[config.mk]
export PLATFORM = sky130hd
export DESIGN_NAME = kim_fifo_rr_arbiter
export DESIGN_NICKNAME = d
export VERILOG_FILES = /design/src/rtl/kim_fifo_rr_arbiter.sv
export SDC_FILE = /design/constraint.sdc
export NUM_CORES = 1
export LEC_CHECK = 0
export ABC_AREA = 1
export CORE_MARGIN = 3
export CORE_UTILIZATION = 30
export CTS_BUF_LIST = sky130_fd_sc_hd__clkbuf_8 sky130_fd_sc_hd__clkbuf_16
export DETAILED_ROUTE_END_ITERATION = 6
export GPL_TIMING_DRIVEN = 0
export PLACE_DENSITY = 0.79
export SLEW_MARGIN = 15
export SYNTH_ARGS = -nofsm -noshare
export SYNTH_HDL_FRONTEND = slang
export SYNTH_SLANG_ARGS = --single-unit
[constraint.sdc]
create_clock -name clk -period 2.85 [get_ports clk]
set_clock_uncertainty 0.1 [all_clocks]
set_input_delay 0.57 -clock clk [delete_from_list [all_inputs] [get_ports clk]]
set_output_delay 0.57 -clock clk [all_outputs]
set_load 0.02 [all_outputs]
[src/rtl/kim_fifo_rr_arbiter.sv]
// rtl/kim_fifo_rr_arbiter.sv - 4-channel round-robin burst arbiter feeding a FIFO write port
// Optional per-channel grant counters are enabled by defining KIM_FIFO_ARB_STAT_EN.
module kim_fifo_rr_arbiter #(
    parameter int FIFO_DATA_LENGTH = 32,
    parameter int ARB_BURST_MAX    = 4
) (
    input  logic                          clk,
    input  logic                          rst,
    input  logic [3:0]                    s_valid,
    output logic [3:0]                    s_ready,
    input  logic [4*FIFO_DATA_LENGTH-1:0] s_data,
    output logic                          m_valid,
    input  logic                          m_ready,
    output logic [FIFO_DATA_LENGTH-1:0]   m_data,
    output logic [1:0]                    m_ch
`ifdef KIM_FIFO_ARB_STAT_EN
    ,
    input  logic                          cnt_clr,
    output logic [63:0]                   grant_cnt
`endif
);
    typedef enum logic {S_IDLE, S_LOCK} state_t;

    localparam logic [8:0] BURST_MAX = 9'(ARB_BURST_MAX);

    state_t                      state_q, state_d;
    logic [1:0]                  rr_ptr_q, rr_ptr_d;
    logic [1:0]                  lock_ch_q, lock_ch_d;
    logic [7:0]                  beat_cnt_q, beat_cnt_d;
    logic [1:0]                  sel;
    logic [1:0]                  cand;
    logic                        hs;
    logic [FIFO_DATA_LENGTH-1:0] ch_data [4];

    for (genvar g = 0; g < 4; g++) begin : g_unpack
        assign ch_data[g] = s_data[g*FIFO_DATA_LENGTH +: FIFO_DATA_LENGTH];
    end

    // Scan from the lowest priority upward so the highest-priority requester wins last.
    always_comb begin
        sel  = rr_ptr_q;
        cand = rr_ptr_q;
        if (state_q == S_LOCK) begin
            sel = lock_ch_q;
        end else begin
            for (int i = 3; i >= 0; i--) begin
                cand = rr_ptr_q + 2'(i);
                if (s_valid[cand]) begin
                    sel = cand;
                end
            end
        end
    end

    assign m_valid = !rst && s_valid[sel];
    assign m_data  = ch_data[sel];
    assign m_ch    = sel;
    assign hs      = m_valid && m_ready;

    always_comb begin
        s_ready = 4'b0000;
        if (!rst) begin
            s_ready[sel] = m_ready;
        end
    end

    always_comb begin
        state_d    = state_q;
        rr_ptr_d   = rr_ptr_q;
        lock_ch_d  = lock_ch_q;
        beat_cnt_d = beat_cnt_q;
        if (state_q == S_IDLE) begin
            if (hs) begin
                if (ARB_BURST_MAX == 1) begin
                    rr_ptr_d = sel + 2'd1;
                end else begin
                    lock_ch_d  = sel;
                    beat_cnt_d = 8'd1;
                    state_d    = S_LOCK;
                end
            end
        end else begin
            // Owner dropping valid releases early; otherwise release on the final beat.
            if (!s_valid[lock_ch_q] || (hs && ({1'b0, beat_cnt_q} + 9'd1 >= BURST_MAX))) begin
                state_d    = S_IDLE;
                rr_ptr_d   = lock_ch_q + 2'd1;
                beat_cnt_d = 8'd0;
            end else if (hs) begin
                beat_cnt_d = beat_cnt_q + 8'd1;
            end
        end
    end

    always_ff @(posedge clk) begin
        if (rst) begin
            state_q    <= S_IDLE;
            rr_ptr_q   <= 2'd0;
            lock_ch_q  <= 2'd0;
            beat_cnt_q <= 8'd0;
        end else begin
            state_q    <= state_d;
            rr_ptr_q   <= rr_ptr_d;
            lock_ch_q  <= lock_ch_d;
            beat_cnt_q <= beat_cnt_d;
        end
    end

`ifdef KIM_FIFO_ARB_STAT_EN
    logic [15:0] cnt_q [4];

    // Clear has priority over a same-cycle grant; counters stick at all-ones.
    always_ff @(posedge clk) begin
        for (int n = 0; n < 4; n++) begin
            if (rst || cnt_clr) begin
                cnt_q[n] <= 16'd0;
            end else if (hs && sel == 2'(n) && cnt_q[n] != 16'hFFFF) begin
                cnt_q[n] <= cnt_q[n] + 16'd1;
            end
        end
    end

    assign grant_cnt = {cnt_q[3], cnt_q[2], cnt_q[1], cnt_q[0]};
`endif

endmodule

After elaboration in Yosys (flattened, before gate mapping)
Index checks and enable logic that the tools add are counted.
Widths: inputs -> output; s select.
{ "word_totals": {"ff_bits": 13, "input_bits": 135, "out_inout_bits": 39, "wordCells": 64} }
{ "classes": {"addsub": 6, "magnitude_cmp": 9, "mux": 30, "bitwise_logic": 3, "reduce_logical": 12} }
{ "ops": {"columns": ["operator", "count"], "rows": [
  ["$bmux 32 s2", 1],
  ["$mux 32", 2],
  ["$mux 8", 4],
  ["$lt 2x3->1 const B", 6],
  ["$bmux 1 s2", 6],
  ["$mux 1", 10],
  ["$mux 2", 5],
  ["$add 8x1->9 const B", 1],
  ["$ge 9x3->1 const B", 1],
  ["$add 8x1->8 const B", 1],
  ["$reduce_and 2->1", 3],
  ["$add 2x1->2 const B", 2],
  ["$add 2x2->2 const B", 2],
  ["$and 4x4->4", 1],
  ["$logic_and 1x1->1", 4],
  ["$mux 4", 1],
  ["$reduce_bool 2->1", 2],
  ["$ge 3x3->1 const B", 1],
  ["$not 2->3", 1],
  ["$demux 1 s2", 1],
  ["$ge 2x1->1 const B", 1],
  ["$logic_not 1->1", 2],
  ["$logic_or 1x1->1", 1],
  ["$not 1->1", 1]
]} }

Logic depth before layout (Yosys ltp)
Gate-level depths: netlist of run 1.
{ "logic_depth": {"ltp_word": 16, "depth_mapped": 21, "depth_no_buf": 20} }

Least setup slack after synthesis of run 1
No wires, ideal clock.
{ "synth_path": {"path_kind": "input -> output", "from": "in s_valid[0]", "to": "out m_valid", "t_arrival_ns": 2.157, "required_ns": 2.180, "slack_ns": 0.023, "cell_stages": 12, "path_buffers": 0, "path_cell_list": "inv_1 nand2_2 nand2_1 nor2_1 nor2_1 o21bai_4 nand2_2 nand2_1 nand2_2 nand3_1 nor2_2 nor4_1"} }
{ "synth_between": {"elab_chain_cells": 10, "elab_cells_between_ends": 16, "classes_between": "15 x mux; 1 x reduce/logical"} }
{ "synth_lines": {"columns": ["item", "line", "text"], "rows": [
  ["from (decl)", "9", "input logic [3:0] s_valid,"],
  ["$bmux 1 s2", "48", "if (s_valid[cand]) begin"],
  ["$mux 1 (not written as such)", "48", null],
  ["$mux 2 (3 in series)", "48", null],
  ["$mux 2 *", "48", null],
  ["$mux 2 *", "43", "if (state_q == S_LOCK) begin"],
  ["via m_ch[1]", "15", "output logic [1:0] m_ch"],
  ["$bmux 1 s2 *", "55", "assign m_valid = !rst && s_valid[sel];"],
  ["$mux 1 (not written as such) *", "55", null],
  ["$logic_and 1x1->1 *", "55", null],
  ["to (decl)", "12", "output logic m_valid,"]
]} }
The timed path passes the listed nets; every way through them passes the cells marked *. The select of a mux whose other input is x is not followed.

Worst setup path in the final report of run 1
{ "layout_path": {"from": "reg rr_ptr_q[0]", "to": "out m_data[30]"} }
{ "layout_between": {"elab_chain_cells": 12, "elab_cells_between_ends": 20, "classes_between": "3 x add/sub; 16 x mux; 1 x bitwise"} }
{ "layout_lines": {"columns": ["item", "line", "text"], "rows": [
  ["from (decl)", "27", "logic [1:0] rr_ptr_q, rr_ptr_d;"],
  ["from (signal assigned)", "102", "rr_ptr_q <= rr_ptr_d;"],
  ["$add 2x2->2", "47", "cand = rr_ptr_q + 2'(i);"],
  ["$bmux 1 s2", "48", null],
  ["$mux 1 (not written as such)", "48", null],
  ["$mux 2 (3 in series)", "48", null],
  ["$mux 2 *", "48", null],
  ["$mux 2 *", "43", null],
  ["$not 2->3 (not written as such) *", "56", "assign m_data = ch_data[sel];"],
  ["$bmux 32 s2 *", "56", null],
  ["$mux 32 (not written as such) * (2 in series)", "56", null],
  ["to (decl)", "14", "output logic [FIFO_DATA_LENGTH-1:0] m_data,"]
]} }
Mark *: on every way between the ends. The rest lies on a longest branch, timed or not. The select of a mux whose other input is x is not followed.

==> metrics.yaml, run 1 <==
p_per_area_nw_per_um2: 589.4
synthSimpleGateAreaFrac_pct: 54.61
synth_compound_area_share_pct: 17.10
required_ps: 2180
ys_ff_latch: 13
syn-cell-area_um2: 1888
crit_type: "flip-flop to output pin"
crit_top_cell: "buf_6"
gp_congestion: 0.8773
critPathArrivalTime_ps: 2360
violations: "setup timing"
setup_viol: 32
path_delay_family: "simple AND/OR/NAND/NOR gates"
clock_latency_ps: 240
finalNetCount: 650
setup_tns_ps: -3557
antenna_found_initial: 0
crit_slowest_cell: "dfxtp_2"
cp_cell_sequence: "buf_6 -> inv_8 -> nand2_2 -> nand2_1 -> nor2_1 -> nor2_2 -> o21bai_4 -> nand3_2 -> nand2_4 -> buf_6 -> nor2_4 -> buf_12 -> buf_8 -> a22oi_2 -> nand3_1 -> buf_6"
worstMarginPinSlew_ps: 376.9
yosys.area_share.adder_pct: 1.325
synth_nets: 452
area_delta_synth_final_pct: 127.6
grt_usage_pct: 25.98
place_ws_ps: -1381
core_area_um2: 5991
clk_path_buf_depth: 2
ctsHtreeMaxLevel: 1
layout-drive-gt1-share_pct: 33.40
io_pins: 174
viasPerCell: 5.158
rsz0062_at_grt: "true"
seq_area_um2: 265.3
fp.dieArea_um2: 7281
first_iter_violations: 121
met3_length_um: 594
worst-path-stages: 16
status: "finished, violations left"
post-route-period-util_pct: 106.3
yosysSeqAreaShare_pct: 13.78
drc: 0
hold_viol: 0
regToRegSetupSlack_ps: 440
yosys-mux-area-fraction_pct: 0
power_leakage_nw: 1.878
worstPathBufferInverterCount: 6
multi_input_area_um2: 1680
maxSlewViolCount: 0
numPortBuffers: 172
drt-met1-wl_um: 4052
syn_area_per_cell_um2: 5.994
yosys_warnings: 0
cts_inserted_buffers: 3
grt_pass1_wl_um: 15250
synth_xor_area_share_pct: 3.247
final_common_cell: "clkdlybuf4s50_1"
end_kind: "output pin"
wire_per_inst_um: 17.91
max_clock_freq_mhz: 330.2
ir_drop_mv: 0.4047
r2r_cells: 17
tritoncts: "done"
fin_util_pct: 71.72
num_antenna_cells: 0
synth_top_family_by_area: "simple AND/OR/NAND/NOR gates"
fp.dieH_um: 85.33
fin_crit_ps: 3029
first_pass_iters: 4
dp_hpwl_um: 7818
grt-ovfl-total: 0
grt_start_max_net_pins: 11
crit_fanout: 8
drv_cap: 0
wl_met2_um: 5636
start_util_pct: 31.52
synth_cell_types: 28
clkSinkCount: 13
max_stage_delay_ps: 330
ctsHoldBuffers: 0
ant_nets: 0
max_slew_margin_pct: 74.88
vias: 3028
clock_tree.root_cell: "clkbuf_8"
grt_pass1_vias: 2907
fillers: 511
highest_layer: "met4"
hold_path_depth: 2
mostFrequentLayoutCells: "clkdlybuf4s50_1, nand3_1, nand2_1"
die_x_um: 85.33
path_clk_slew_ps: 50
netlist_instances: 315
wl_um: 10510
holdCritPathClass: "flip-flop to flip-flop"
layout_setup_ws_ps: -178.7
crit_path_start_kind: "flip-flop"
core.rowCount: 28
## cells in the mapped netlist
cell type | count | share of area, %
nor4_1 | 1 | 0.33
o21ai_0 | 3 | 0.79
nor2_4 | 2 | 1.2
nor2_2 | 3 | 0.99
nand2_2 | 15 | 5.0
a21oi_1 | 8 | 2.1
a32oi_1 | 1 | 0.46
buf_2 | 8 | 2.1
clkbuf_1 | 9 | 1.8
inv_2 | 3 | 0.60
nor2_1 | 14 | 2.8
nand4_2 | 1 | 0.66
a22oi_1 | 32 | 13
nand3_1 | 76 | 20
xor2_1 | 6 | 2.8
xnor2_1 | 1 | 0.46
inv_6 | 1 | 0.46
inv_1 | 22 | 4.4
ha_1 | 2 | 1.3
o21bai_4 | 1 | 0.99
nor3_1 | 10 | 2.7
nand3_4 | 2 | 1.9
nand4_1 | 2 | 0.66
nand2_4 | 3 | 1.8
nand2_1 | 70 | 14
buf_6 | 1 | 0.60
dfxtp_1 | 13 | 14
nand3_2 | 5 | 2.7
## through the flow
step / power (mW) / instances / instance area [µm²] / hold slack [ps]
2_1_floorplan: 1.119 / 315 / 1888 / 356.7
3_3_place_gp: 1.915 / 562 / 3704 / 371.6
3_5_place_dp: 1.931 / 562 / 3704 / 380.9
4_1_cts: 2.348 / 583 / 4058 / 388.7
5_1_grt: 2.676 / 587 / 4297 / 425.3
6_report: 2.533 / 587 / 4297 / 389.9
## tightest hold or removal path, cell delays in order, from the launching register on
cell and delay [ps]:
dfxtp_1 310, inv_1 80, nor3_1 50
## layer usage
metal	up-vias	global-route usage, %
li1	1486	-
met1	1398	30.16
met2	123	49.08
met3	21	3.689
met4	0	6.906
met5	-	0
## path summary, 6_finish.rpt
check,endpoint,start
max reg2reg,beat_cnt_q[0]$_SDFFE_PP0P_,rr_ptr_q[0]$_SDFFE_PP0P_
max,m_data[30],rr_ptr_q[0]$_SDFFE_PP0P_
min,beat_cnt_q[7]$_SDFFE_PP0P_,beat_cnt_q[7]$_SDFFE_PP0P_
min reg2reg,beat_cnt_q[7]$_SDFFE_PP0P_,beat_cnt_q[7]$_SDFFE_PP0P_
## cell families after synthesis
group	after synthesis
AO/OA/AOI/OAI	45
XOR/XNOR	7
adder cells (fa/ha/maj)	2
buffers and inverters	44
flip-flops	13
AND/OR/NAND/NOR	204
## area by class of cell
type | instances | share of cell area, %
repair buffers | 193 | 44.58
multi-input cells | 258 | 39.11
inverters | 26 | 2.737
clock inverters | 1 | 0.08736
well taps | 75 | 2.184
flip-flops and latches | 13 | 6.174
clock buffers | 3 | 0.9610
plain buffers | 18 | 4.164
## state kept, by name, summed over array words and instances (netlist names)
signal and count:
beat_cnt_q 8, state_q 1, lock_ch_q 2, rr_ptr_q 2
## what timing repair did
action	in CTS	in global routing
endpoints found under the setup margin	39	36
gates resized for setup	282	57
setup buffers	13	4
gates cloned	4	0
pin swaps	18	25
## power breakdown
part	switching, mW	total (mW)	internal, mW
clock network	0.0623	0.157	0.0949
registers	0.0108	0.203	0.193
logic	1.13	2.17	1.04
Note: power is estimated with default switching activity, not from simulation.
==> run 2, diff against run 1 <==
Settings changed: SLEW_MARGIN 15 to not set.
==> results of run 2 <==
The final DEF is identical to that of run 1; final timing and power are the same.
